===== config.mk =====
export PLATFORM = sky130hd
export DESIGN_NAME = lab_mux_scan
export DESIGN_NICKNAME = d
export VERILOG_FILES = /design/src/rtl/lab_mux_pkg.sv /design/src/rtl/lab_mux_scan_sync2.sv /design/src/rtl/lab_mux_scan.sv
export SDC_FILE = /design/constraint.sdc
export NUM_CORES = 1
export LEC_CHECK = 0
export CAP_MARGIN = 20
export CORE_UTILIZATION = 44
export CTS_CLUSTER_DIAMETER = 120
export CTS_CLUSTER_SIZE = 10
export DETAILED_ROUTE_END_ITERATION = 6
export PLACE_DENSITY = 0.67
export SETUP_SLACK_MARGIN = 0.4
export SLEW_MARGIN = 20
export SYNTH_ARGS = -nofsm -noshare
export SYNTH_HDL_FRONTEND = slang
export SYNTH_HIERARCHICAL = 1
export SYNTH_SLANG_ARGS = --single-unit

===== constraint.sdc =====
create_clock -name clk -period 2.44 [get_ports clk]
set_input_delay 0.488 -clock clk [delete_from_list [all_inputs] [get_ports clk]]
set_output_delay 0.488 -clock clk [all_outputs]
set_load 0.02 [all_outputs]

===== src/rtl/lab_mux_pkg.sv =====
// Shared constants for the lab board channel multiplexer.
// Holds the mode encodings, the scan FSM state encodings and a
// ceiling-log2 helper for tools that lack $clog2.
package lab_mux_pkg;

  // Mode pin encodings.
  localparam logic MODE_MANUAL = 1'b0;
  localparam logic MODE_SCAN   = 1'b1;

  // Scan FSM state encodings, also visible on the debug output.
  localparam logic [1:0] ST_MANUAL = 2'd0;
  localparam logic [1:0] ST_SCAN   = 2'd1;
  localparam logic [1:0] ST_HOLD   = 2'd2;

  // Ceiling log2; clog2(1) = 0, clog2(4) = 2, clog2(5) = 3.
  function automatic int clog2(input int value);
    int result;
    int rem;
    result = 0;
    rem    = value - 1;
    while (rem > 0) begin
      result = result + 1;
      rem    = rem >> 1;
    end
    return result;
  endfunction

endpackage


===== src/rtl/lab_mux_scan_sync2.sv =====
// Two-flop synchroniser for asynchronous board inputs.
// The whole vector is sampled together, so a multi-bit group must only be
// treated as coherent once the pins have been stable for a few clocks.
module sync2 #(
  parameter int WIDTH = 1
) (
  input  logic             clk,
  input  logic             rst_n,
  input  logic [WIDTH-1:0] i_d,
  output logic [WIDTH-1:0] o_q
);

  logic [WIDTH-1:0] r_meta;
  logic [WIDTH-1:0] r_sync;

  // Two back-to-back flops; both clear on synchronous reset.
  always_ff @(posedge clk) begin
    if (!rst_n) begin
      r_meta <= '0;
      r_sync <= '0;
    end else begin
      r_meta <= i_d;
      r_sync <= r_meta;
    end
  end

  assign o_q = r_sync;

endmodule


===== src/rtl/lab_mux_scan.sv =====
// N-channel, W-bit registered multiplexer for the lab board.
// Manual mode routes the channel picked by sel; scan mode rotates through
// the channels round-robin, spending DWELL clocks on each. All pins are
// synchronised first, so a pin change reaches m three clocks later.
// The scan FSM state is a pure decode of the synchronised mode/hold pins
// and is exposed on dbg_state.
module lab_mux_scan
  import lab_mux_pkg::*;
#(
  parameter  int W     = 2,
  parameter  int N     = 4,
  parameter  int DWELL = 50_000_000,
  localparam int SW    = clog2(N)
) (
  input  logic           clk,
  input  logic           rst_n,
  input  logic [N*W-1:0] din,
  input  logic [SW-1:0]  sel,
  input  logic           mode,
  input  logic           hold,
  output logic [W-1:0]   m,
  output logic [SW-1:0]  ch,
  output logic           tick,
  output logic [1:0]     dbg_state
);

  // Dwell counter width; the counter never goes past DWELL-1.
  localparam int CW = clog2(DWELL);

  logic [N*W-1:0] w_din_s;
  logic [SW-1:0]  w_sel_s;
  logic           w_mode_s;
  logic           w_hold_s;

  logic [1:0]     w_state;
  logic           w_adv;
  logic [CW-1:0]  w_cnt_next;
  logic [SW-1:0]  w_ch_next;
  logic [W-1:0]   w_m_next;

  logic [W-1:0]   r_m;
  logic [SW-1:0]  r_ch;
  logic [CW-1:0]  r_cnt;
  logic           r_tick;

  sync2 #(.WIDTH(N*W)) u_sync_din  (.clk(clk), .rst_n(rst_n), .i_d(din),  .o_q(w_din_s));
  sync2 #(.WIDTH(SW))  u_sync_sel  (.clk(clk), .rst_n(rst_n), .i_d(sel),  .o_q(w_sel_s));
  sync2 #(.WIDTH(1))   u_sync_mode (.clk(clk), .rst_n(rst_n), .i_d(mode), .o_q(w_mode_s));
  sync2 #(.WIDTH(1))   u_sync_hold (.clk(clk), .rst_n(rst_n), .i_d(hold), .o_q(w_hold_s));

  // Scan FSM state decoded from the synchronised mode and hold pins.
  // Manual wins over hold, so leaving scan mode always clears the counter.
  always_comb begin
    w_state = ST_MANUAL;
    if (w_mode_s == MODE_SCAN) begin
      w_state = w_hold_s ? ST_HOLD : ST_SCAN;
    end
  end

  // Next counter / channel. An advance only happens while scanning, so a
  // tick due in the cycle manual mode takes over is dropped naturally.
  always_comb begin
    w_adv      = 1'b0;
    w_cnt_next = '0;
    w_ch_next  = r_ch;
    if (w_state == ST_MANUAL) begin
      w_cnt_next = '0;
      w_ch_next  = w_sel_s;
    end else if (w_state == ST_HOLD) begin
      w_cnt_next = r_cnt;
      w_ch_next  = r_ch;
    end else begin
      if (r_cnt == CW'(DWELL - 1)) begin
        w_adv      = 1'b1;
        w_cnt_next = '0;
        // An out-of-range channel left over from manual mode wraps to 0.
        w_ch_next  = (r_ch >= SW'(N - 1)) ? '0 : r_ch + SW'(1);
      end else begin
        w_cnt_next = r_cnt + CW'(1);
        w_ch_next  = r_ch;
      end
    end
  end

  // Output mux as a slice select; a channel number >= N yields zero.
  always_comb begin
    w_m_next = '0;
    for (int k = 0; k < N; k++) begin
      if (w_ch_next == SW'(k)) begin
        w_m_next = w_din_s[k*W +: W];
      end
    end
  end

  // Registered outputs and scan state, synchronous active-low reset.
  always_ff @(posedge clk) begin
    if (!rst_n) begin
      r_m    <= '0;
      r_ch   <= '0;
      r_cnt  <= '0;
      r_tick <= 1'b0;
    end else begin
      r_m    <= w_m_next;
      r_ch   <= w_ch_next;
      r_cnt  <= w_cnt_next;
      r_tick <= w_adv;
    end
  end

  assign m         = r_m;
  assign ch        = r_ch;
  assign tick      = r_tick;
  assign dbg_state = w_state;

endmodule


==> run summary <==
Global routing consumed, on the met2 layer, 25.18% of the routing resources. After layout, the worst path uses 84.76% of the clock period. The total wirelength of the detailed-routed design is 3921 um.

Data arrival time of the critical path: 2260 ps. By startpoint and endpoint, the worst setup path is classified as reg -> reg. After floorplanning, the core was sized to cover 4848 um2. Distinct cell type count after synthesis: 44.

The number of hold-slack violations in the final timing report is 0. Counting flops with an async set or reset pin after synthesis yields a share of 0%. The synthesized netlist devotes 5.687% of its cell area to compound gates. The number of synthesized flops with an enable pin is 0. Setup repair after global routing could not meet its margin everywhere. Overall power consumption after layout is estimated at 1.535 mW. STA classifies the critical path startpoint as a flop. Most area-hungry cell type in the Yosys netlist: sky130_fd_sc_hd__dfxtp_1.

Walking the worst path, the cells encountered are ha_4 -> nand4_1 -> nor4_4 -> nand4_1 -> and2_4 -> a311oi_2 -> a311oi_1. The synthesized netlist devotes 8.890% of its cell area to XOR and XNOR gates. The main combinational cell family by area after synthesis was simple AND/OR/NAND/NOR gates. After detailed routing, the average wire length per cell comes to 12.25 um. The tools report the placer's final routability congestion estimate as 0.7795. In the post-synthesis netlist, the biggest area contributors are sky130_fd_sc_hd__dfxtp_1, sky130_fd_sc_hd__nor2_1, sky130_fd_sc_hd__xnor2_1. The worst-case IR drop observed on VDD is 0.3045 mV.

In this run the worst path has a maximum fanout of 5. The share of Yosys cell area claimed by the top area cell type is 48.59%. Summed over all failing endpoints, the final setup total negative slack is 0 ps. Number of buffers on the longest clock path: 2. TritonCTS built the clock tree.

The first global-routing pass estimated 6782 um of wire. The tools report the residual overflow from global routing as 0. In this run the horizontal extent of the chip is 73.76 um. The top achievable clock speed is 0.4835 GHz, and the number of nets produced by synthesis is 243.

For this run, design rule violations remaining after detail routing come to 0. The share of cell area taken by muxes after synthesis was 0%; the count of pins on the block boundary was 21. Post-synthesis area per instance: 9.982 um2. In this run the worst hold path is classified as reg -> reg. In the final layout, the share of cells above drive strength 1 is 20.16%. The slowest library cell on the worst path was sky130_fd_sc_hd__nor4_4.

The sequential cell area came out at 1107 um2. For this run, the leading register cell type out of synthesis is sky130_fd_sc_hd__dfxtp_1. The clock transition at the register clock pins on the worst setup and hold paths after CTS works out to 100 ps. For the number of placement rows, the log shows 25. Cells fill 54.71% of the core in the end. The logs give 5441 um2 for the area of the die and 4 for the number of iterations in the first detailed-routing pass.

The final-report max-slew violation count is 0. For the required time at the endpoint of the critical path, the log shows 2630 ps. Number of antenna violations at the first check in global routing: 0.

Counting the buffers created by CTS gives 5. By instance count, the leading cell after synthesis is sky130_fd_sc_hd__dfxtp_1. Clock tree synthesis found a total of 55 sinks. The commonest cells after synthesis are sky130_fd_sc_hd__dfxtp_1, sky130_fd_sc_hd__nor2_1, sky130_fd_sc_hd__nand2_1.

In the final layout, the multi-input gates occupy 1111 um2. Input and output buffers added on the ports amount to 20. In this run the number of H-tree levels came out at 2. The post-synthesis cell count came out at 227.

From bottom edge to top edge, the die measures 73.76 um. For this run, the post-layout net count is 268. The worst setup path is captured at a flop. The synthesized design contains 55 register bits.

Yosys printed 6 warnings. Headroom to the max-slew limit came out at 60.15%. For the worst clock skew, the log shows 4.621 ps. The maximum cell stage delay along the critical path is 440 ps. met2 is the most crowded layer. Clock insertion delay at the later pin of the skew report: 310 ps. For the met1 track demand over resource, the log shows 21.50%.

The count of cells in the finished layout, fillers not included, comes to 320. The share of synthesized area occupied by flip-flops and latches came out at 48.59%. The count of antenna-violating nets left after detailed routing was 0; the cell count after placement was 309.

Hold repair after CTS inserted 0 buffers. In the global route stage, overall resource usage came out at 16.52%. The number of global-route vias before repair was 1497. The setup-violating endpoint count in the final report is 0, and the starting utilization of the core area is 46.74%.

The synthesized netlist occupies a cell area of 2266 um2. Master cell of the clock root buffer: sky130_fd_sc_hd__clkbuf_8. After Yosys synthesis, full adders, half adders and majority gates account for 1.104% of the synthesized area. Global routing used 4.527% of the available met3 tracks.

The synthesized netlist devotes 32.08% of its cell area to simple gates. The final critical path time including I/O delays and setup was 2068 ps. Power spread over the standard cell area amounts to 578.8 nW/um2. The logs give 425 for the number of fill cells in the layout and 1576 for the total via count in the routed design.

Max-cap violations in this run came to 0. The worst-case register-to-register setup slack is 370 ps, and the antenna diode count is 0. Entering global routing, the biggest net connects 27 pins.

The area overhead of the layout relative to synthesis is 17.06%. The analysis attributes to cell leakage a power of 0.9714 nW. The number of DRC markers after the initial detailed-route iteration was 67.

The flow ran to the end, and the final reports show no timing, DRC or antenna violations. Cell repeated most along the worst path: sky130_fd_sc_hd__nand4_1. For the pin with the worst max-slew slack, the measured transition is 593.2 ps.

The mean number of vias per cell is 4.925, and the half-perimeter wire length after detailed placement is 2688 um.
[where the power goes]
| part | switching [mW] | internal (mW) | leakage, nW |
|---|---|---|---|
| sequential | 0.00919 | 0.920 | 0.451 |
| clock | 0.315 | 0.213 | 0.0467 |
| combinational | 0.0323 | 0.0457 | 0.474 |
[layout make-up]
class	count	area share, %
multi-input combinational	159	41.89
sequential	55	41.75
timing repair buffer	24	8.585
tap	67	3.160
clock buffer	5	2.594
clock inverter	3	1.038
inverter	7	0.9906
[flip-flops by register name (all words and copies together), names as in the netlist]
register / cells
ch: 2
u_sync_mode/r_meta: 1
u_sync_din/o_q: 8
u_sync_sel/r_meta: 2
u_sync_sel/o_q: 2
u_sync_mode/o_q: 1
r_cnt: 26
u_sync_hold/r_meta: 1
u_sync_din/r_meta: 8
m: 2
u_sync_hold/o_q: 1
tick: 1
[layer usage]
layer / up-vias / routed length, um
met4: 0 / 112
met1: 716 / 1937
li1: 818 / -
met2: 33 / 1737
met3: 9 / 134
met5: - / 0
[cells in the final DEF (no fill, tap or decap), types with 4 or more instances in the layout]
| cell type | n |
|---|---|
| sky130_fd_sc_hd__clkbuf_8 | 5 |
| sky130_fd_sc_hd__xnor2_1 | 12 |
| sky130_fd_sc_hd__dfxtp_1 | 50 |
| sky130_fd_sc_hd__nor2_1 | 31 |
| sky130_fd_sc_hd__nor3_1 | 4 |
| sky130_fd_sc_hd__nand4_1 | 8 |
| sky130_fd_sc_hd__buf_4 | 4 |
| sky130_fd_sc_hd__clkdlybuf4s50_1 | 18 |
| sky130_fd_sc_hd__xor2_1 | 11 |
| sky130_fd_sc_hd__and2_2 | 13 |
| sky130_fd_sc_hd__o21ai_0 | 4 |
| sky130_fd_sc_hd__dfxtp_2 | 5 |
| sky130_fd_sc_hd__nand2_1 | 15 |
| sky130_fd_sc_hd__nand3_1 | 6 |
| sky130_fd_sc_hd__and2_1 | 12 |
| sky130_fd_sc_hd__inv_1 | 7 |
[worst paths after layout]
path / cells past startpoint / end / from
worst max-delay path: 7 / m[1] / r_cnt[0]
worst min-delay path: 1 / u_sync_sel/o_q[1] / u_sync_sel/r_meta[1]
worst max register to register: 7 / m[1] / r_cnt[0]
worst min register to register: 1 / u_sync_sel/o_q[1] / u_sync_sel/r_meta[1]
[timing repair]
action | 4_1_cts | 5_1_grt
pin swaps | 4 | 4
buffers inserted | 3 | 0
resized for setup | 11 | 1
endpoints found under the setup margin | 9 | 28
hold endpoints to repair | 0 | 0
[per-stage QoR]
step | hold slack [ps] | area, um2 | setup slack (ps)
finish | 441.3 | 2653 | 371.9
global route | 465.2 | 2653 | 291.0
CTS | 442.1 | 2651 | 406.3
detailed placement | 416.9 | 2501 | 351.6
global placement | 414.6 | 2501 | 407.6
floorplan | 411.8 | 2266 | 584.2
[worst max-delay path, delay by kind of cell (launching register included)]
kind / cells / cell delay, ps
and+or+nand+nor: 4 / 1110
DFF: 1 / 370
AOI/OAI and AO/OA: 2 / 320
adders and majority gates: 1 / 140
[logic make-up (layout without fill, tap and decap cells)]
family	count (synthesis)	count (layout)
AND/OR/NAND/NOR	117	117
flip-flops	55	55
XOR/XNOR	23	23
AO/OA/AOI/OAI	17	17
buffers and inverters	13	39
adder cells (fa/ha/maj)	2	2
(Power assumes the default switching activity.)
